File: src/rtl/tex_column_sequencer.sv
// Per-column raycaster back end. It takes one column descriptor, walks every screen row and
// classifies it as ceiling, floor, flat wall or textured wall, then writes the pixel once its texel has arrived.
module tex_column_sequencer #(
    parameter int          SCREEN_WIDTH  = 320,
    parameter int          SCREEN_HEIGHT = 180,
    parameter int          TEX_LATENCY   = 2,
    parameter logic [15:0] CEIL_COLOR    = 16'h0000,
    parameter logic [15:0] FLOOR_COLOR   = 16'h4208
) (
    input  logic        pixel_clk_in,
    input  logic        rst_in,
    input  logic        col_valid_in,
    output logic        col_ready_out,
    input  logic [8:0]  col_hcount_in,
    input  logic [15:0] col_wallx_in,
    input  logic [3:0]  col_tex_in,
    input  logic [7:0]  col_draw_start_in,
    input  logic [7:0]  col_draw_end_in,
    input  logic [15:0] col_color_in,
    output logic        tex_req_valid_out,
    output logic [15:0] tex_wallx_out,
    output logic [7:0]  tex_vcount_out,
    output logic [3:0]  tex_id_out,
    input  logic [15:0] tex_pixel_in,
    output logic        px_valid_out,
    output logic [15:0] px_addr_out,
    output logic [15:0] px_data_out,
    output logic        busy_out
);
    localparam logic [7:0]  LAST_ROW   = 8'(SCREEN_HEIGHT - 1);
    localparam logic [7:0]  LAST_DRAIN = 8'(TEX_LATENCY - 1);
    localparam logic [15:0] WIDTH16    = 16'(SCREEN_WIDTH);

    typedef enum logic [1:0] {IDLE, ISSUE, DRAIN} state_t;
    typedef enum logic [1:0] {SRC_CEIL, SRC_FLOOR, SRC_FLAT, SRC_TEX} src_t;

    function automatic logic [7:0] sat_row(input logic [7:0] r);
        return (r > LAST_ROW) ? LAST_ROW : r;
    endfunction

    function automatic logic is_textured(input logic [3:0] id);
        return (id == 4'd3) || (id == 4'd4) || (id == 4'd5);
    endfunction

    state_t      state_q, state_d;
    logic [7:0]  row_q, row_d;
    logic [8:0]  hcount_q, hcount_d;
    logic [15:0] wallx_q, wallx_d;
    logic [3:0]  tex_q, tex_d;
    logic [7:0]  start_q, start_d;
    logic [7:0]  end_q, end_d;
    logic [15:0] color_q, color_d;
    logic        issue;
    src_t        row_src;
    logic [15:0] row_addr;

    logic        dly_vld_q   [TEX_LATENCY];
    logic        dly_vld_d   [TEX_LATENCY];
    logic [15:0] dly_addr_q  [TEX_LATENCY];
    logic [15:0] dly_addr_d  [TEX_LATENCY];
    src_t        dly_src_q   [TEX_LATENCY];
    src_t        dly_src_d   [TEX_LATENCY];
    logic [15:0] dly_color_q [TEX_LATENCY];
    logic [15:0] dly_color_d [TEX_LATENCY];

    always_comb begin
        state_d  = state_q;
        row_d    = row_q;
        hcount_d = hcount_q;
        wallx_d  = wallx_q;
        tex_d    = tex_q;
        start_d  = start_q;
        end_d    = end_q;
        color_d  = color_q;
        issue    = 1'b0;
        case (state_q)
            IDLE: begin
                if (col_valid_in) begin
                    hcount_d = col_hcount_in;
                    wallx_d  = col_wallx_in;
                    tex_d    = col_tex_in;
                    start_d  = col_draw_start_in;
                    end_d    = sat_row(col_draw_end_in);
                    color_d  = col_color_in;
                    row_d    = '0;
                    state_d  = ISSUE;
                end
            end
            ISSUE: begin
                issue = 1'b1;
                if (row_q == LAST_ROW) begin
                    row_d   = '0;
                    state_d = DRAIN;
                end else begin
                    row_d = row_q + 8'd1;
                end
            end
            DRAIN: begin
                // Row counter is reused to time out the texel pipeline.
                if (row_q == LAST_DRAIN) begin
                    row_d   = '0;
                    state_d = IDLE;
                end else begin
                    row_d = row_q + 8'd1;
                end
            end
            default: state_d = IDLE;
        endcase
    end

    always_comb begin
        // Ceiling test first so an inverted start/end range yields no wall rows.
        if (row_q < start_q)      row_src = SRC_CEIL;
        else if (row_q > end_q)   row_src = SRC_FLOOR;
        else if (is_textured(tex_q)) row_src = SRC_TEX;
        else                      row_src = SRC_FLAT;
        row_addr = {7'd0, hcount_q} + ({8'd0, row_q} * WIDTH16);
    end

    always_comb begin
        dly_vld_d[0]   = issue;
        dly_addr_d[0]  = row_addr;
        dly_src_d[0]   = row_src;
        dly_color_d[0] = color_q;
        for (int i = 1; i < TEX_LATENCY; i++) begin
            dly_vld_d[i]   = dly_vld_q[i-1];
            dly_addr_d[i]  = dly_addr_q[i-1];
            dly_src_d[i]   = dly_src_q[i-1];
            dly_color_d[i] = dly_color_q[i-1];
        end
    end

    always_ff @(posedge pixel_clk_in or posedge rst_in) begin
        if (rst_in) begin
            state_q  <= IDLE;
            row_q    <= '0;
            hcount_q <= '0;
            wallx_q  <= '0;
            tex_q    <= '0;
            start_q  <= '0;
            end_q    <= '0;
            color_q  <= '0;
            for (int i = 0; i < TEX_LATENCY; i++) begin
                dly_vld_q[i]   <= 1'b0;
                dly_addr_q[i]  <= '0;
                dly_src_q[i]   <= SRC_CEIL;
                dly_color_q[i] <= '0;
            end
        end else begin
            state_q  <= state_d;
            row_q    <= row_d;
            hcount_q <= hcount_d;
            wallx_q  <= wallx_d;
            tex_q    <= tex_d;
            start_q  <= start_d;
            end_q    <= end_d;
            color_q  <= color_d;
            for (int i = 0; i < TEX_LATENCY; i++) begin
                dly_vld_q[i]   <= dly_vld_d[i];
                dly_addr_q[i]  <= dly_addr_d[i];
                dly_src_q[i]   <= dly_src_d[i];
                dly_color_q[i] <= dly_color_d[i];
            end
        end
    end

    // Last delay stage lines up with the texel returned for that row.
    always_comb begin
        px_data_out = '0;
        if (dly_vld_q[TEX_LATENCY-1]) begin
            case (dly_src_q[TEX_LATENCY-1])
                SRC_CEIL:  px_data_out = CEIL_COLOR;
                SRC_FLOOR: px_data_out = FLOOR_COLOR;
                SRC_FLAT:  px_data_out = dly_color_q[TEX_LATENCY-1];
                default:   px_data_out = tex_pixel_in;
            endcase
        end
    end

    assign px_valid_out      = dly_vld_q[TEX_LATENCY-1];
    assign px_addr_out       = dly_addr_q[TEX_LATENCY-1];
    assign col_ready_out     = (state_q == IDLE) && !rst_in;
    assign busy_out          = (state_q != IDLE);
    assign tex_req_valid_out = issue && (row_src == SRC_TEX);
    assign tex_vcount_out    = row_q;
    assign tex_wallx_out     = wallx_q;
    assign tex_id_out        = tex_q;
endmodule
File: config.mk
export PLATFORM = sky130hd
export DESIGN_NAME = tex_column_sequencer
export DESIGN_NICKNAME = d
export VERILOG_FILES = /design/src/rtl/tex_column_sequencer.sv
export SDC_FILE = /design/constraint.sdc
export NUM_CORES = 1
export LEC_CHECK = 0
export BUFFER_PORTS_ARGS = -buffer_cell sky130_fd_sc_hd__buf_2
export CORE_ASPECT_RATIO = 0.8
export CORE_MARGIN = 4
export CORE_UTILIZATION = 55
export CTS_BUF_LIST = sky130_fd_sc_hd__clkbuf_2 sky130_fd_sc_hd__clkbuf_4 sky130_fd_sc_hd__clkbuf_8
export DETAILED_ROUTE_END_ITERATION = 8
export GPL_ROUTABILITY_DRIVEN = 0
export PLACE_DENSITY_LB_ADDON = 0.05
export REMOVE_ABC_BUFFERS = 1
export SLEW_MARGIN = 5
export SYNTH_ARGS = -nofsm -noshare
export SYNTH_HDL_FRONTEND = slang
export SYNTH_SLANG_ARGS = --single-unit
File: constraint.sdc
create_clock -name pixel_clk_in -period 4.8 [get_ports pixel_clk_in]
set_input_delay 0.24 -clock pixel_clk_in [delete_from_list [all_inputs] [get_ports pixel_clk_in]]
set_output_delay 0.24 -clock pixel_clk_in [all_outputs]
set_load 0.01 [all_outputs]
==> impl_metrics.ini, run 1 <==
[clock_tree]
clock-root-buffer = clkbuf_8
ctsLongestPathBuffers = 2
post_cts_resized = 0
cts_setup_buffers = 0
cts_buffers = 17
worstSkewPairLatency_ns = 0.43
clk_pin_slew_ns = 0.09
cts_tree = done
cts_max_level = 4
clock_sinks = 141
hold_buffers = 1

[drt]
drt-wirelength-per-cell_um = 14.6
vias = 3712
drt_iter0_drc = 146
drt-pass1-iter-count = 4
viasPerCell = 5.00
ant_nets = 0
drc = 0
routed_wl_um = 10800

[sta]
slew_headroom_pct = 41.8
fmax_ghz = 0.386
skew_ns = 0.0152
rsz0062_at_grt = no
period_share_pct = 54.0
worst_pin_slew_ns = 0.873
finalSetupTns_ns = 0
period_minus_slack_ns = 2.59
worst_slack_ns = 2.21
hold_viol = 0
setup_violations = 0
slew_violations = 0

[floorplan]
die_w_um = 123
ios = 144
start_util_pct = 56.4
dieArea_um2 = 12300
die_h_um = 99.8
core_area_um2 = 10300
rows = 33

[worst_setup_path]
crit_buf_inv = 1
path_common_cell = a21oi_1
timing.rr.start = tex_vcount_out[5]
crit_path_end_kind = output pin
crit_chain = ha_1 > a21oi_1 > o21ai_0 > mux2i_1 > a21oi_1 > nor4bb_1 > buf_2
cp.arrival_ns = 2.35
cp_max_fo = 8
max_stage_delay_ns = 0.51
timing.rr.end = dly_addr_d[15]
crit_path_top_delay_cell = dfrtp_1
path_delay_family = flip-flops
crit_path_start_kind = flop
rrSetupSlack_ns = 2.25
cp.required_ns = 4.56
rr_worst_depth = 7
worstSetupPathType = flop to output pin

[synth]
ys.flop_type = dfrtp_1
ys_types = 42
ys_ff_latch = 141
synth_top_area_cell = dfrtp_1
synth_top_area_share_pct = 60.9
ys_seq_area_share_pct = 60.9
netlist_top_cells_area = dfrtp_1 (61%), mux2_2 (11%), ha_1 (7.6%)
synth_edf_count = 0
syn_area_per_cell_um2 = 13.3
ys_top_cells_by_count = dfrtp_1 (141), mux2_2 (56), nor2_1 (36)
synthesis.area_um2 = 5800
ys.warnings.count = 0
synth_async_sr_flop_share_pct = 100
syn_inst = 435
yosysMostFrequentCell = dfrtp_1

[flow_run]
maxCapViolations = 0

[layout]
final_nets = 706
fillCellCount = 782
antenna_cells = 0
fin_util_pct = 69.0
fin_cells = 742
drive_above_1_share_pct = 39.7
syn_to_final_growth_pct = 22.4

[power_and_ir_drop]
power.leakage_nw = 3.59
ir_drop_mv = 0.350
p_per_area_nw_per_um2 = 567

[worst_hold_path]
hold_path_depth = 2
min_path_type = input port to flop
min_to = start_q[5]
hp-start = col_draw_start_in[5]

[global_route]
grt_pass1_vias = 3908
antenna_found_initial = 0
overflow = 0
grt_max_degree = 95
grt_usage_pct = 19.3
grt_pass1_wl_um = 18400

[place]
dp_slack_ns = 2.29
io_buffers = 143
hpwlAfterDp_um = 7820
place_inst = 709

[outcome]
status = complete, no violations
==> area by class of cell <==
type	count	area, um2	area share, %
clock inverter	14	184	2.59
timing repair buffer	146	741	10.4
tap	140	175	2.47
inverter	27	106	1.50
sequential	141	3530	49.7
multi-input combinational	256	2120	29.8
clock buffer	18	241	3.40
==> layout by cell type, fill, tap and decap left out, types with 3 or more instances in the layout <==
| cell | netlist | routed |
|---|---|---|
| buf_2 | 2 | 143 |
| dfrtp_1 | 141 | 141 |
| mux2_2 | 56 | 56 |
| nor2_1 | 36 | 36 |
| ha_1 | 35 | 35 |
| inv_1 | 27 | 26 |
| clkbuf_8 | 0 | 17 |
| nand2_1 | 17 | 16 |
| o21ai_0 | 16 | 16 |
| mux2i_1 | 15 | 15 |
| a21oi_1 | 10 | 10 |
| xnor2_1 | 9 | 9 |
| xor2_1 | 8 | 8 |
| nand3_1 | 6 | 6 |
| nand4_1 | 6 | 6 |
| clkinv_4 | 0 | 5 |
| nand2b_1 | 4 | 4 |
| a21o_1 | 4 | 4 |
| inv_6 | 0 | 4 |
| a211oi_1 | 3 | 3 |
| nor3b_1 | 3 | 3 |
| a21boi_0 | 3 | 3 |
| bufinv_16 | 0 | 3 |
==> registers in the layout, indices dropped and copies added (netlist names) <==
name / flops
state_q: 2
end_q: 8
color_q: 16
dly_color_q: 16
dly_src_d: 2
tex_vcount_out: 8
start_q: 8
px_addr_out: 16
dly_addr_d: 16
px_valid_out: 1
dly_color_d: 16
hcount_q: 9
tex_id_out: 4
dly_src_q: 2
tex_wallx_out: 16
dly_vld_d: 1
==> per-layer routing <==
metal / part of all wire [%] / GRT usage (%) / vias to the layer above / routed length (um)
li1: - / - / 1808 / -
met1: 45 / 26.2 / 1774 / 4820
met2: 46 / 29.1 / 116 / 4970
met3: 8.0 / 6.31 / 14 / 869
met4: 1.3 / 7.83 / 0 / 138
met5: 0 / 0 / - / 0
==> worst max path at each step <==
| stage | from | endpoint | slack (ns) | depth (start not counted) |
|---|---|---|---|---|
| floorplan | rst_in | color_q[0] | 0.78 | 1 |
| global placement | tex_vcount_out[3] | dly_addr_d[15] | 2.33 | 8 |
| global route | tex_vcount_out[3] | dly_addr_d[15] | 2.06 | 8 |
| finish | tex_vcount_out[7] | tex_req_valid_out | 2.21 | 7 |
| detailed placement | tex_vcount_out[3] | dly_addr_d[15] | 2.29 | 8 |
| CTS | tex_vcount_out[7] | tex_req_valid_out | 2.20 | 7 |
==> stage by stage <==
stage	hold WS (ns)	cell area, um2	power, mW
global placement	0.332	6660	3.00
CTS	0.00484	7090	4.08
finish	0.0331	7090	4.02
global route	0.00369	7090	4.32
floorplan	0.331	5740	2.67
detailed placement	0.335	6660	3.07
==> logic make-up after synthesis <==
family / share of synthesized area [%]
AOI/OAI and AO/OA: 5.51
and+or+nand+nor: 6.69
adders and majority gates: 8.25
DFF: 60.9
muxes: 13.5
xor gates and xnor gates: 2.57
buffers and inverters: 2.63
==> power breakdown <==
group | total, mW | internal (mW) | switching, mW
Combinational | 1.11 | 0.566 | 0.544
Clock | 0.991 | 0.531 | 0.460
Sequential | 1.92 | 1.70 | 0.225
Total | 4.02 | 2.79 | 1.23
No activity file was read; power rests on OpenSTA's default activity.
==> run 2: changes to the inputs <==
==> constraint.sdc (replaced) <==
create_clock -name pixel_clk_in -period 2.7 [get_ports pixel_clk_in]
set_input_delay 0.135 -clock pixel_clk_in [delete_from_list [all_inputs] [get_ports pixel_clk_in]]
set_output_delay 0.135 -clock pixel_clk_in [all_outputs]
set_load 0.01 [all_outputs]
==> impl_metrics.ini, run 2 (same netlist as run 1, synthesis figures left out) <==
[worst_setup_path]
cp.arrival_ns = 2.32
crit_path_start_kind = flop
worstSetupPathType = flop to output pin
max_stage_delay_ns = 0.38
crit_path_top_delay_cell = dfrtp_1
cp_max_fo = 7
cp.required_ns = 2.57
crit_chain = buf_4 > ha_1 > nor2b_1 > o21a_1 > o21ai_0 > a21oi_1 > nor4bb_1 > buf_2
rrSetupSlack_ns = 0.34
crit_path_end_kind = output pin

[drt]
vias = 4007
drt-pass1-iter-count = 4
viasPerCell = 4.92
drt-wirelength-per-cell_um = 14.6
drc = 0
drt_iter0_drc = 112
routed_wl_um = 11900
ant_nets = 0

[clock_tree]
cts_buffers = 17
cts_max_level = 4
worstSkewPairLatency_ns = 0.43
ctsLongestPathBuffers = 2
clock_sinks = 141
cts_tree = done
cts_setup_buffers = 0
clock-root-buffer = clkbuf_8
post_cts_resized = 0
clk_pin_slew_ns = 0.07

[sta]
worst_pin_slew_ns = 0.866
hold_viol = 0
rsz0062_at_grt = no
period_minus_slack_ns = 2.46
slew_violations = 0
setup_violations = 0
skew_ns = 0.0138
fmax_ghz = 0.407
finalSetupTns_ns = 0
slew_headroom_pct = 42.3
period_share_pct = 91.0

[power_and_ir_drop]
ir_drop_mv = 0.648
p_per_area_nw_per_um2 = 913
power_mw = 7.06
power.leakage_nw = 3.87

[place]
hpwlAfterDp_um = 8010
placed_area_um2 = 6740
io_buffers = 143

[global_route]
grt_pass1_wl_um = 20000
overflow = 0
grt_pass1_vias = 4242
grt_usage_pct = 21.0
antenna_found_initial = 0
grt_max_degree = 81

[layout]
antenna_cells = 0
final_cell_mix = buf_2 (143), dfrtp_1 (141), dlygate4sd3_1 (62)
syn_to_final_growth_pct = 33.4
drive_above_1_share_pct = 37.1
final_nets = 778
design_area_um2 = 7730
layout_commonest_cell = buf_2

[outcome]
status = complete, no violations

[worst_hold_path]
min_path_type = input port to flop

[floorplan]
core_area_um2 = 10300
start_util_pct = 56.4
ios = 144
die_w_um = 123
die_h_um = 99.8
dieArea_um2 = 12300
rows = 33

[flow_run]
maxCapViolations = 0
## run 2: changes by cell type in the layout (fill, tap and decap cells not counted), sizes merged
cell | before | now
dlygate4sd3 | 1 | 62
buf | 145 | 156
clkinvlp | 1 | 4
bufinv | 3 | 1
clkbuf | 18 | 20
clkinv | 6 | 4
inv | 31 | 30
## run 2: area by class of cell
type | instances | area (um2)
Tap cell | 140 | 175
Fill cell | 667 | 2550
Sequential cell | 141 | 3530
Multi-Input combinational cell | 256 | 2120
Inverter | 27 | 106
Clock buffer | 20 | 256
Clock inverter | 12 | 114
Timing Repair Buffer | 218 | 1430
## run 2: critical path: cells and delay by family (launching register included)
family | cells | cell delay (ns)
DFF | 1 | 0.38
and+or+nand+nor | 2 | 0.42
buffers and inverters | 2 | 0.38
AOI/OAI and AO/OA | 3 | 0.40
adders and majority gates | 1 | 0.31
## run 2: worst paths after layout
check | from | to | cells past startpoint
max | tex_vcount_out[1] | tex_req_valid_out | 8
min | col_valid_in | end_q[2] | 3
max reg2reg | tex_vcount_out[4] | dly_addr_d[15] | 7
min reg2reg | dly_color_d[13] | dly_color_q[13] | 0
max in group asynchronous | rst_in | dly_color_d[7] | 4
min in group asynchronous | rst_in | start_q[4] | 3
## run 2: per-stage QoR
stage,hold slack [ns],instances,util [%],setup slack (ns)
floorplan,0.283,424,-,-1.22
global placement,0.310,720,65.6,0.363
detailed placement,0.326,720,65.6,0.348
CTS,0.0330,814,75.2,0.205
global route,0.0731,814,75.2,0.103
finish,0.0684,814,75.2,0.243
## run 2: what timing repair did
item / 4_1_cts / 5_1_grt
hold buffers: 62 / 0
hold endpoints to repair: 138 / 0
setup endpoints to repair: 0 / 0
## run 2: routing by layer
| layer | GRT usage [%] | wire [um] | share of wire [%] | up-vias |
|---|---|---|---|---|
| met5 | 0 | 0 | 0 | - |
| met4 | 7.23 | 136 | 1.1 | 0 |
| met3 | 6.25 | 845 | 7.1 | 12 |
| met2 | 34.0 | 5780 | 49 | 122 |
| met1 | 27.3 | 5150 | 43 | 1921 |
| li1 | - | - | - | 1952 |
## run 2: report_power, final
part	total [mW]	internal [mW]	switching (mW)
Clock	1.55	0.765	0.788
Combinational	2.11	1.08	1.03
Sequential	3.39	3.02	0.375
==> run 3: changes to the inputs <==
==> constraint.sdc (replaced) <==
create_clock -name pixel_clk_in -period 2.5 [get_ports pixel_clk_in]
set_input_delay 0.125 -clock pixel_clk_in [delete_from_list [all_inputs] [get_ports pixel_clk_in]]
set_output_delay 0.125 -clock pixel_clk_in [all_outputs]
set_load 0.01 [all_outputs]
==> impl_metrics.ini, run 3 (same netlist as run 1, synthesis figures left out) <==
[clock_tree]
clk_pin_slew_ns = 0.08
clock_sinks = 141
ctsLongestPathBuffers = 2
cts_buffers = 17
cts_tree = done
cts_max_level = 4
worstSkewPairLatency_ns = 0.43
clock-root-buffer = clkbuf_8

[power_and_ir_drop]
seqPwrFrac_pct = 46.3
power.switching_mw = 2.44
swShare_pct = 30.8
p_per_area_nw_per_um2 = 1000
ir_drop_mv = 0.637
comb_power_share_pct = 29.8
power.leakage_nw = 3.89
p_int_mw = 5.48
p_clk_share_pct = 23.9

[flow_run]
maxCapViolations = 0

[sta]
whs_ns = 0.0501
skew_ns = 0.0169
worst_pin_slew_ns = 0.821
period_minus_slack_ns = 2.38
fmax_ghz = 0.421
finalSetupTns_ns = 0
setup_violations = 0
hold_viol = 0
slew_violations = 0
slew_headroom_pct = 45.2
period_share_pct = 95.0

[drt]
drt_iter0_drc = 141
ant_nets = 0
drc = 0
drt-pass1-iter-count = 4
vias = 4041
routed_wl_um = 12400
viasPerCell = 4.97
wl_met2_um = 6250
drt-wirelength-per-cell_um = 15.3
drt-met1-wl_um = 5280
wl_met3_um = 716
dr.max_layer_used = met4

[place]
hpwlAfterDp_um = 8010
io_buffers = 143

[global_route]
grt_pass1_wl_um = 20000
antenna_found_initial = 0
grt_pass1_vias = 4134
overflow = 0
grt_usage_pct = 21.4
grt_max_degree = 79

[worst_setup_path]
cp_max_fo = 4
crit_path_start_kind = flop
crit_path_end_kind = flop
cp.required_ns = 2.81
worstSetupPathType = flop to flop
cp.arrival_ns = 2.69

[worst_hold_path]
min_path_type = input port to flop

[layout]
final_nets = 778
syn_to_final_growth_pct = 36.0
final_cell_mix = buf_2 (143), dfrtp_1 (141), dlygate4sd3_1 (62)
antenna_cells = 0
drive_above_1_share_pct = 38.6
layout_commonest_cell = buf_2

[floorplan]
dieArea_um2 = 12300
rows = 33
ios = 144
die_h_um = 99.8
die_w_um = 123
core_area_um2 = 10300
start_util_pct = 56.4

[outcome]
status = complete, no violations
run 3: what timing repair did:
| action | in CTS | in global routing |
|---|---|---|
| gates resized for setup | 0 | 15 |
| endpoints found under the setup margin | 0 | 3 |
| hold buffers | 62 | 0 |
| setup buffers | 0 | 1 |
| hold endpoints to repair | 136 | 0 |
run 3: final timing paths:
kind	start	depth (start not counted)	slack (ns)	to
max	tex_vcount_out[4]	7	0.12	dly_addr_d[15]
min in group asynchronous	rst_in	3	0.39	tex_vcount_out[5]
min reg2reg	dly_addr_d[10]	0	0.35	px_addr_out[10]
min	col_valid_in	3	0.05	end_q[2]
max in group asynchronous	rst_in	4	1.28	dly_color_d[7]
max reg2reg	tex_vcount_out[4]	7	0.12	dly_addr_d[15]
run 3: area by class of cell:
type,count,area [um2]
Clock buffer,18,248
Timing Repair Buffer,218,1450
Sequential cell,141,3530
Clock inverter,13,165
Tap cell,140,175
Multi-Input combinational cell,256,2210
Inverter,27,106
Fill cell,651,2400
run 3: worst max-delay path: stages (launching register included):
cell	delay, ns
dfrtp_1	0.41
ha_1	0.31
ha_1	0.35
o21ai_0	0.14
or4b_2	0.65
o2111ai_2	0.13
nand4_1	0.14
xnor2_1	0.15
run 3: per-layer routing:
metal,up-vias,global-route usage [%]
li1,1945,-
met1,1957,26.9
met2,121,35.4
met3,18,5.86
met4,0,8.52
met5,-,0
run 3: through the flow:
step	total power, mW	cell area (um2)	util (%)	setup slack, ns	std cells
after floorplan	5.13	5740	-	-1.41	424
after global placement	5.79	6750	65.6	0.182	719
after detailed placement	5.92	6750	65.6	0.103	719
after CTS	7.88	7780	75.7	0.0115	812
after global routing	8.42	7880	76.7	-0.00504	813
final	7.92	7880	76.7	0.124	813
run 3: power by group through the flow:
stage	clock, mW	combinational, mW	sequential [mW]
after floorplan	0	1.38	3.75
after global placement	0	2.14	3.65
after detailed placement	0	2.21	3.71
after CTS	1.92	2.30	3.67
after global routing	2.04	2.61	3.78
final	1.89	2.36	3.67
